<file path="config.mk">
export PLATFORM = sky130hd
export DESIGN_NAME = cdb_arbiter
export DESIGN_NICKNAME = d
export VERILOG_FILES = /design/src/rtl/cdb_arbiter.sv
export SDC_FILE = /design/constraint.sdc
export NUM_CORES = 1
export LEC_CHECK = 0
export CORE_AREA = 3 3 181 183
export CTS_CLUSTER_DIAMETER = 120
export DETAILED_ROUTE_END_ITERATION = 10
export DIE_AREA = 0 0 184 186
export HOLD_SLACK_MARGIN = 0.02
export PLACE_DENSITY = 0.75
export SLEW_MARGIN = 40
export SYNTH_ARGS = -nofsm -noshare
export SYNTH_HDL_FRONTEND = slang
export SYNTH_SLANG_ARGS = --single-unit
export TNS_END_PERCENT = 20
</file>
<file path="constraint.sdc">
create_clock -name i_clock -period 4.1 [get_ports i_clock]
set_clock_uncertainty 0.15 [all_clocks]
set_input_delay 0.615 -clock i_clock [delete_from_list [all_inputs] [get_ports i_clock]]
set_output_delay 0.615 -clock i_clock [all_outputs]
set_load 0.005 [all_outputs]
</file>
<file path="src/rtl/cdb_arbiter.sv">
// cdb_arbiter: shares the two common data bus lanes between the result producers.
// Producer 0 is the ALU, 1 the branch unit, 2 load/store and 3 mul/div.
//
// Each cycle up to two requesting producers are granted. A round-robin scan picks them.
// Their payloads are captured into per-lane registers, and the bus is valid on the next cycle.
//
// Ports:
//   i_clock, i_reset      clock; synchronous active-high reset
//   i_clear               pipeline flush: suppresses grants and drops the pending bus outputs
//   i_req                 per-producer result-valid request
//   i_result, i_jmp_address, i_tag, i_arn
//                         packed producer payloads, slice k belongs to producer k
//   o_grant               combinational grant, at most two bits set
//   o_cdb_valid           per-lane bus valid, lane 0 in bit 0
//   o_cdb_result, o_cdb_jmp_address, o_cdb_tag, o_cdb_arn
//                         registered lane payloads, lane 0 in the low slice
//   o_rr_ptr              current round-robin scan start, for debug
module cdb_arbiter #(
  parameter int unsigned REQUESTERS   = 4,
  parameter int unsigned RESULT_WIDTH = 32,
  parameter int unsigned TAG_WIDTH    = 6,
  parameter int unsigned REG_WIDTH    = 6
) (
  input  logic                              i_clock,
  input  logic                              i_reset,
  input  logic                              i_clear,
  input  logic [REQUESTERS-1:0]             i_req,
  input  logic [REQUESTERS*RESULT_WIDTH-1:0] i_result,
  input  logic [REQUESTERS*RESULT_WIDTH-1:0] i_jmp_address,
  input  logic [REQUESTERS*TAG_WIDTH-1:0]   i_tag,
  input  logic [REQUESTERS*REG_WIDTH-1:0]   i_arn,
  output logic [REQUESTERS-1:0]             o_grant,
  output logic [1:0]                        o_cdb_valid,
  output logic [2*RESULT_WIDTH-1:0]         o_cdb_result,
  output logic [2*RESULT_WIDTH-1:0]         o_cdb_jmp_address,
  output logic [2*TAG_WIDTH-1:0]            o_cdb_tag,
  output logic [2*REG_WIDTH-1:0]            o_cdb_arn,
  output logic [$clog2(REQUESTERS)-1:0]     o_rr_ptr
);

  localparam int unsigned PTR_WIDTH = $clog2(REQUESTERS);

  logic [PTR_WIDTH-1:0]      rr_ptr_q;
  logic [PTR_WIDTH-1:0]      scan_idx;
  logic [PTR_WIDTH-1:0]      idx0;
  logic [PTR_WIDTH-1:0]      idx1;
  logic [PTR_WIDTH-1:0]      last_idx;
  logic [PTR_WIDTH-1:0]      ptr_next;
  logic                      found0;
  logic                      found1;
  logic                      grant_en;
  logic                      take0;
  logic                      take1;

  logic [1:0]                valid_q;
  logic [2*RESULT_WIDTH-1:0] result_q;
  logic [2*RESULT_WIDTH-1:0] jmp_q;
  logic [2*TAG_WIDTH-1:0]    tag_q;
  logic [2*REG_WIDTH-1:0]    arn_q;

  // Scan from rr_ptr_q upwards modulo REQUESTERS. The first two requesters found win lanes 0 and 1.
  always_comb begin
    found0   = 1'b0;
    found1   = 1'b0;
    idx0     = '0;
    idx1     = '0;
    scan_idx = '0;
    for (int unsigned i = 0; i < REQUESTERS; i++) begin
      scan_idx = PTR_WIDTH'((32'(rr_ptr_q) + i) % REQUESTERS);
      if (i_req[scan_idx]) begin
        if (!found0) begin
          found0 = 1'b1;
          idx0   = scan_idx;
        end else if (!found1) begin
          found1 = 1'b1;
          idx1   = scan_idx;
        end
      end
    end
  end

  assign grant_en = !i_reset && !i_clear;
  assign take0    = grant_en && found0;
  assign take1    = grant_en && found1;

  // Resume the scan just after the last producer served.
  assign last_idx = found1 ? idx1 : idx0;
  assign ptr_next = PTR_WIDTH'((32'(last_idx) + 32'd1) % REQUESTERS);

  always_comb begin
    o_grant = '0;
    if (take0) o_grant[idx0] = 1'b1;
    if (take1) o_grant[idx1] = 1'b1;
  end

  always_ff @(posedge i_clock) begin
    if (i_reset) begin
      valid_q  <= '0;
      result_q <= '0;
      jmp_q    <= '0;
      tag_q    <= '0;
      arn_q    <= '0;
      rr_ptr_q <= '0;
    end else begin
      valid_q <= {take1, take0};
      // Idle lanes keep their old payload; only the valid bit matters to consumers.
      if (take0) begin
        result_q[0 +: RESULT_WIDTH] <= i_result[idx0*RESULT_WIDTH +: RESULT_WIDTH];
        jmp_q[0 +: RESULT_WIDTH]    <= i_jmp_address[idx0*RESULT_WIDTH +: RESULT_WIDTH];
        tag_q[0 +: TAG_WIDTH]       <= i_tag[idx0*TAG_WIDTH +: TAG_WIDTH];
        arn_q[0 +: REG_WIDTH]       <= i_arn[idx0*REG_WIDTH +: REG_WIDTH];
        rr_ptr_q                    <= ptr_next;
      end
      if (take1) begin
        result_q[RESULT_WIDTH +: RESULT_WIDTH] <= i_result[idx1*RESULT_WIDTH +: RESULT_WIDTH];
        jmp_q[RESULT_WIDTH +: RESULT_WIDTH]    <= i_jmp_address[idx1*RESULT_WIDTH +: RESULT_WIDTH];
        tag_q[TAG_WIDTH +: TAG_WIDTH]          <= i_tag[idx1*TAG_WIDTH +: TAG_WIDTH];
        arn_q[REG_WIDTH +: REG_WIDTH]          <= i_arn[idx1*REG_WIDTH +: REG_WIDTH];
      end
    end
  end

  assign o_cdb_valid       = valid_q;
  assign o_cdb_result      = result_q;
  assign o_cdb_jmp_address = jmp_q;
  assign o_cdb_tag         = tag_q;
  assign o_cdb_arn         = arn_q;
  assign o_rr_ptr          = rr_ptr_q;

endmodule

</file>
# Yosys cells after proc, flatten, opt, wreduce, memory -nomap -nowiden

Index checks and enable logic that the tools add are counted.

Add/sub/neg operators: 4
Multipliers: 2
Magnitude comparators: 8
Shifts and indexed selects: 8
Muxes and demuxes: 40
Bitwise gates (word level): 1
Reduce and logical (&&, ||, !) cells: 7

Operator list:

| kind                  | number |
|---|---|
| $shiftx A128 B8 Y32   | 4 |
| $shiftx A24 B6 Y6     | 4 |
| $mux W2               | 16 |
| $lt A2 B3 Y1 const B  | 6 |
| $mux W1               | 16 |
| $bmux W1 S2           | 4 |
| $mul A2 B2 Y4 const B | 2 |
| $mux W4               | 2 |
| $logic_and A1 B1 Y1   | 5 |
| $add A2 B1 Y2 const B | 2 |
| $add A2 B2 Y2 const B | 2 |
| $demux W1 S2          | 2 |
| $ge A2 B1 Y1 const B  | 2 |
| $or A4 B4 Y4          | 1 |
| $logic_not A1 Y1      | 2 |

Flip-flop bits (word level): 156
Input bits: 311
Output and inout port bits: 160
Word-level logic and storage cells: 80

# Longest topological paths before layout

Word-level depth: 17
Gate-level depth with buffers: 14
Mapped depth without buffers: 10

# Least setup slack after synthesis

Ideal clock, no wire load.

Kind: input port to output port
Start: input i_req[1]
End: output o_grant[2]
Data arrival time: 2,871 ps
Required time: 3,335 ps
Path slack: 464 ps
Stages: 14
Path buffers: 5
Cell sequence: buf_2 > buf_4 > buf_2 > a211oi_1 > a21oi_1 > ha_1 > and3b_1 > a221oi_2 > and4_1 > o32a_2 > buf_2 > buf_2 > nand2_1 > o21ai_0

Word-level cells in the longest chain between the ends: 17
Elaborated cells between the ends (all ways): 48
Classes of those cells: 4 x order compare; 39 x mux; 1 x bitwise; 4 x reduce/logical

RTL lines:

| element                                                                   | RTL line | RTL |
|---|---|---|
| from (decl)                                                               | 27       | `input logic [REQUESTERS-1:0] i_req,` |
| $bmux W1 S2                                                               | 70       | `if (i_req[scan_idx]) begin` |
| $mux W1 (implied by the code)                                             | 70       |  |
| $mux W1                                                                   | 70       |  |
| $mux W2 / $mux W1 (equally long branches)                                 | 71       | `if (!found0) begin` |
| $mux W2 / $mux W1 (equally long branches)                                 | 70       |  |
| $mux W2                                                                   | 74       | `end else if (!found1) begin` |
| $mux W2                                                                   | 71       |  |
| $mux W2                                                                   | 70       |  |
| $mux W2                                                                   | 74       |  |
| $mux W2                                                                   | 71       |  |
| $mux W2                                                                   | 70       |  |
| $lt A2 B3 Y1 (implied by the code) / $ge A2 B1 Y1 (equally long branches) | 93       | `if (take1) o_grant[idx1] = 1'b1;` |
| $logic_and A1 B1 Y1 (implied by the code)                                 | 93       |  |
| $mux W1 (implied by the code)                                             | 93       |  |
| $demux W1 S2                                                              | 93       |  |
| $or A4 B4 Y4 (no line)                                                    | -        |  |
| $mux W4 *                                                                 | 93       |  |
| to (decl)                                                                 | 32       | `output logic [REQUESTERS-1:0] o_grant,` |

Every way passes the cells marked *; elsewhere a longest branch is shown, timed or not. The select of a mux whose other input is x is not followed.

# Worst setup path in the final report

Start: input i_req[0]
End: output o_grant[0]

The elaborated chain is that of the path after synthesis.

==> out/results.ini <==
[routing]
detail_route.first_pass.iterations=5
drt_first_iter_violations=612
drc=0
ant_nets=0
average_wire_per_standard_cell_um=20.8
post_dr_vias_cell=5.60
routed_wirelength_um=39300
num_vias=10600

[synthesis]
ys_seq_area_frac=0.329
ys_seq_elements=156
net_count_synth=1376
synth_most_common_cell=sky130_fd_sc_hd__mux2i_1
ys_async_sr_fraction=0
yosysTopAreaCellShare=0.329
syn_area_per_cell_um2=8.94
yosysWarningCount=0
netlist_instances=1063
mapped_area_um2=9500
netlist_top_cells_area=sky130_fd_sc_hd__dfxtp_1 (33%), sky130_fd_sc_hd__mux2i_1 (24%), sky130_fd_sc_hd__nand3_1 (8.1%)
synth_enable_flop_cells=0
synth_top_flop_cell=sky130_fd_sc_hd__dfxtp_1
synth_cell_types=49
ys_top_cells_by_count=sky130_fd_sc_hd__mux2i_1 (232), sky130_fd_sc_hd__nand2_1 (162), sky130_fd_sc_hd__dfxtp_1 (156)
synth_area_leader_cell=sky130_fd_sc_hd__dfxtp_1

[global_route]
total_overflow_reported_by_the_global_router=0
number_of_antenna_violations_at_the_first_check_in_global_routing=0
number_of_global_route_vias_before_repair=10800
wire_length_of_the_first_global_routing_pass_um=59200
grtUsageTotal=0.218
pin_count_of_the_biggest_net_entering_global_routing=153

[layout]
finish.net_count=1786
seq_area_um2=3120
fillers=2938
num_antenna_cells=0
drive_gt1_frac=0.0552
syn_to_layout_area_delta_pct=58.4
multiInputGateArea_um2=5760
final_cells=1888
final_design_area_no_fill_um2=15000

[power_and_ir_drop]
powerDensity_nw_per_um2=549
p_leak_nw=5.84
power.ir.vdd_worst_v=0.000545

[clocking]
cts_max_level=4
cts_made_buffers=17
cts_tree=done
clock-root-buffer=sky130_fd_sc_hd__clkbuf_16
cts-root-to-sink-buffers=2
clkLatencyLatePin_ns=0.42
cts.clk_slew.worst_paths_ns=0.06
clock-sinks=156
holdBufCountCts=0

[place]
place_area_um2=14500
portbufs=470
finalWeightedCongestion=0.852
place_inst=1855
post-dp-hpwl_um=27100

[critical_path]
cpMostUsedCell=sky130_fd_sc_hd__clkdlybuf4s50_1
timing.critical_path.from_type=input port
cp_cell_sequence=clkdlybuf4s50_1 > nor2b_1 > a211oi_2 > a21oi_2 > ha_1 > and3b_1 > a221oi_2 > and4_4 > o32ai_4 > o22ai_2 > clkdlybuf4s50_1
crit_path_max_incr_delay_ns=0.53
worst-endpoint-required_ns=3.34
worst_setup_path_class=input port to primary output
maximum_fanout_count_along_the_critical_path=3
worst_ep_arrival_time_ns=3.25
setup.worst_path.end_class=primary output
cell_at_the_slowest_stage_of_the_critical_path=sky130_fd_sc_hd__clkdlybuf4s50_1

[die]
pin_count=471
die_h_um=186
die-width_um=184
dieArea_um2=34200
core-area_um2=31400
floorplan.initialDensity=0.303
placementRows=65

[job]
maxCapViolCount=0

[sta]
report.final.slew_viol_count=0
grt_setup_unrepaired=true
setup_total_negative_slack_ns=0
post-route-period-util=0.979
period_minus_slack_ns=4.01
final-setup-viol-count=0
max_slew_margin=0.485
worst_slew_pin_slew_ns=0.764
finalHoldViolCount=0
worst_hold_slack_ns=0.308
fmaxAchievable_ghz=0.249

[worst_hold_path]
min_path_type=flip-flop to flip-flop

[outcome]
run_status=complete, no violations

## layer usage
| layer | up-vias | wire (um) | global-route usage |
|---|---|---|---|
| met5 | - | 0 | 0 |
| met4 | 0 | 1300 | 0.0974 |
| met1 | 5081 | 15100 | 0.249 |
| met3 | 82 | 3560 | 0.0662 |
| li1 | 4890 | - | - |
| met2 | 528 | 19300 | 0.377 |
## state kept, by name (all words and copies together) (netlist names)
name	cells
o_cdb_arn	12
o_cdb_jmp_address	64
o_cdb_result	64
o_cdb_tag	12
o_cdb_valid	2
o_rr_ptr	2
## worst max-delay path, delay by kind of cell
family / cells / cell delay, ns
adders and majority gates: 1 / 0.20
buffers and inverters: 2 / 0.94
and+or+nand+nor: 3 / 0.62
AOI/OAI and AO/OA: 5 / 0.86
## through the flow
| stage | setup WS (ns) | power, mW | utilization |
|---|---|---|---|
| 4_1_cts | 0.0163 | 8.27 | 0.478 |
| 6_report | 0.0870 | 8.26 | 0.479 |
| 3_3_place_gp | 0.0589 | 6.63 | 0.460 |
| 3_5_place_dp | 0.0305 | 6.68 | 0.461 |
| 2_1_floorplan | 0.464 | 5.04 | - |
| 5_1_grt | -0.0134 | 8.69 | 0.479 |
## report_power, final
group / leakage [nW] / internal [mW] / switching, mW
Sequential: 1.28 / 1.91 / 0.218
Clock: 0.265 / 0.859 / 0.699
Combinational: 4.29 / 2.33 / 2.24
## cells in the final DEF, fill, tap and decap left out, types with 7 or more instances in the layout
cell | netlist | routed
sky130_fd_sc_hd__dfxtp_1 | 156 | 156
sky130_fd_sc_hd__o2111ai_1 | 76 | 76
sky130_fd_sc_hd__nand3_1 | 153 | 153
sky130_fd_sc_hd__buf_12 | 0 | 9
sky130_fd_sc_hd__nand2_1 | 162 | 160
sky130_fd_sc_hd__mux2i_1 | 232 | 232
sky130_fd_sc_hd__nor2_1 | 13 | 11
sky130_fd_sc_hd__o21ai_0 | 7 | 7
sky130_fd_sc_hd__a21oi_1 | 8 | 7
sky130_fd_sc_hd__clkbuf_16 | 0 | 17
sky130_fd_sc_hd__o221ai_1 | 76 | 76
sky130_fd_sc_hd__clkdlybuf4s50_1 | 0 | 468
sky130_fd_sc_hd__buf_4 | 4 | 23
## final timing paths
kind,slack [ns],end,from,depth (start not counted)
max,0.09,o_grant[0],i_req[0],11
min,0.31,o_cdb_jmp_address[19]$_SDFFE_PP0P_,o_cdb_jmp_address[19]$_SDFFE_PP0P_,2
max reg2reg,0.71,o_cdb_result[42]$_SDFFE_PP0P_,o_rr_ptr[0]$_SDFFE_PP0P_,12
min reg2reg,0.31,o_cdb_jmp_address[19]$_SDFFE_PP0P_,o_cdb_jmp_address[19]$_SDFFE_PP0P_,2
## what timing repair did
action / in CTS / in global routing
endpoints found under the setup margin: 0 / 4
setup buffers: 0 / 1
gates resized for setup: 0 / 7
## logic make-up after synthesis
logic type / synth area share
XOR/XNOR: 0.00737
buffers and inverters: 0.0744
adder cells (fa/ha/maj): 0.00369
flip-flops: 0.329
AND/OR/NAND/NOR: 0.167
AO/OA/AOI/OAI: 0.171
multiplexers: 0.248
## area by class of cell
cell class | instances | area share
Clock buffer | 24 | 0.0333
Clock inverter | 8 | 0.00383
Inverter | 5 | 0.00125
Multi-Input combinational cell | 789 | 0.383
Sequential cell | 156 | 0.208
Tap cell | 402 | 0.0334
Timing Repair Buffer | 504 | 0.338
No activity file was read; power rests on OpenSTA's default activity.
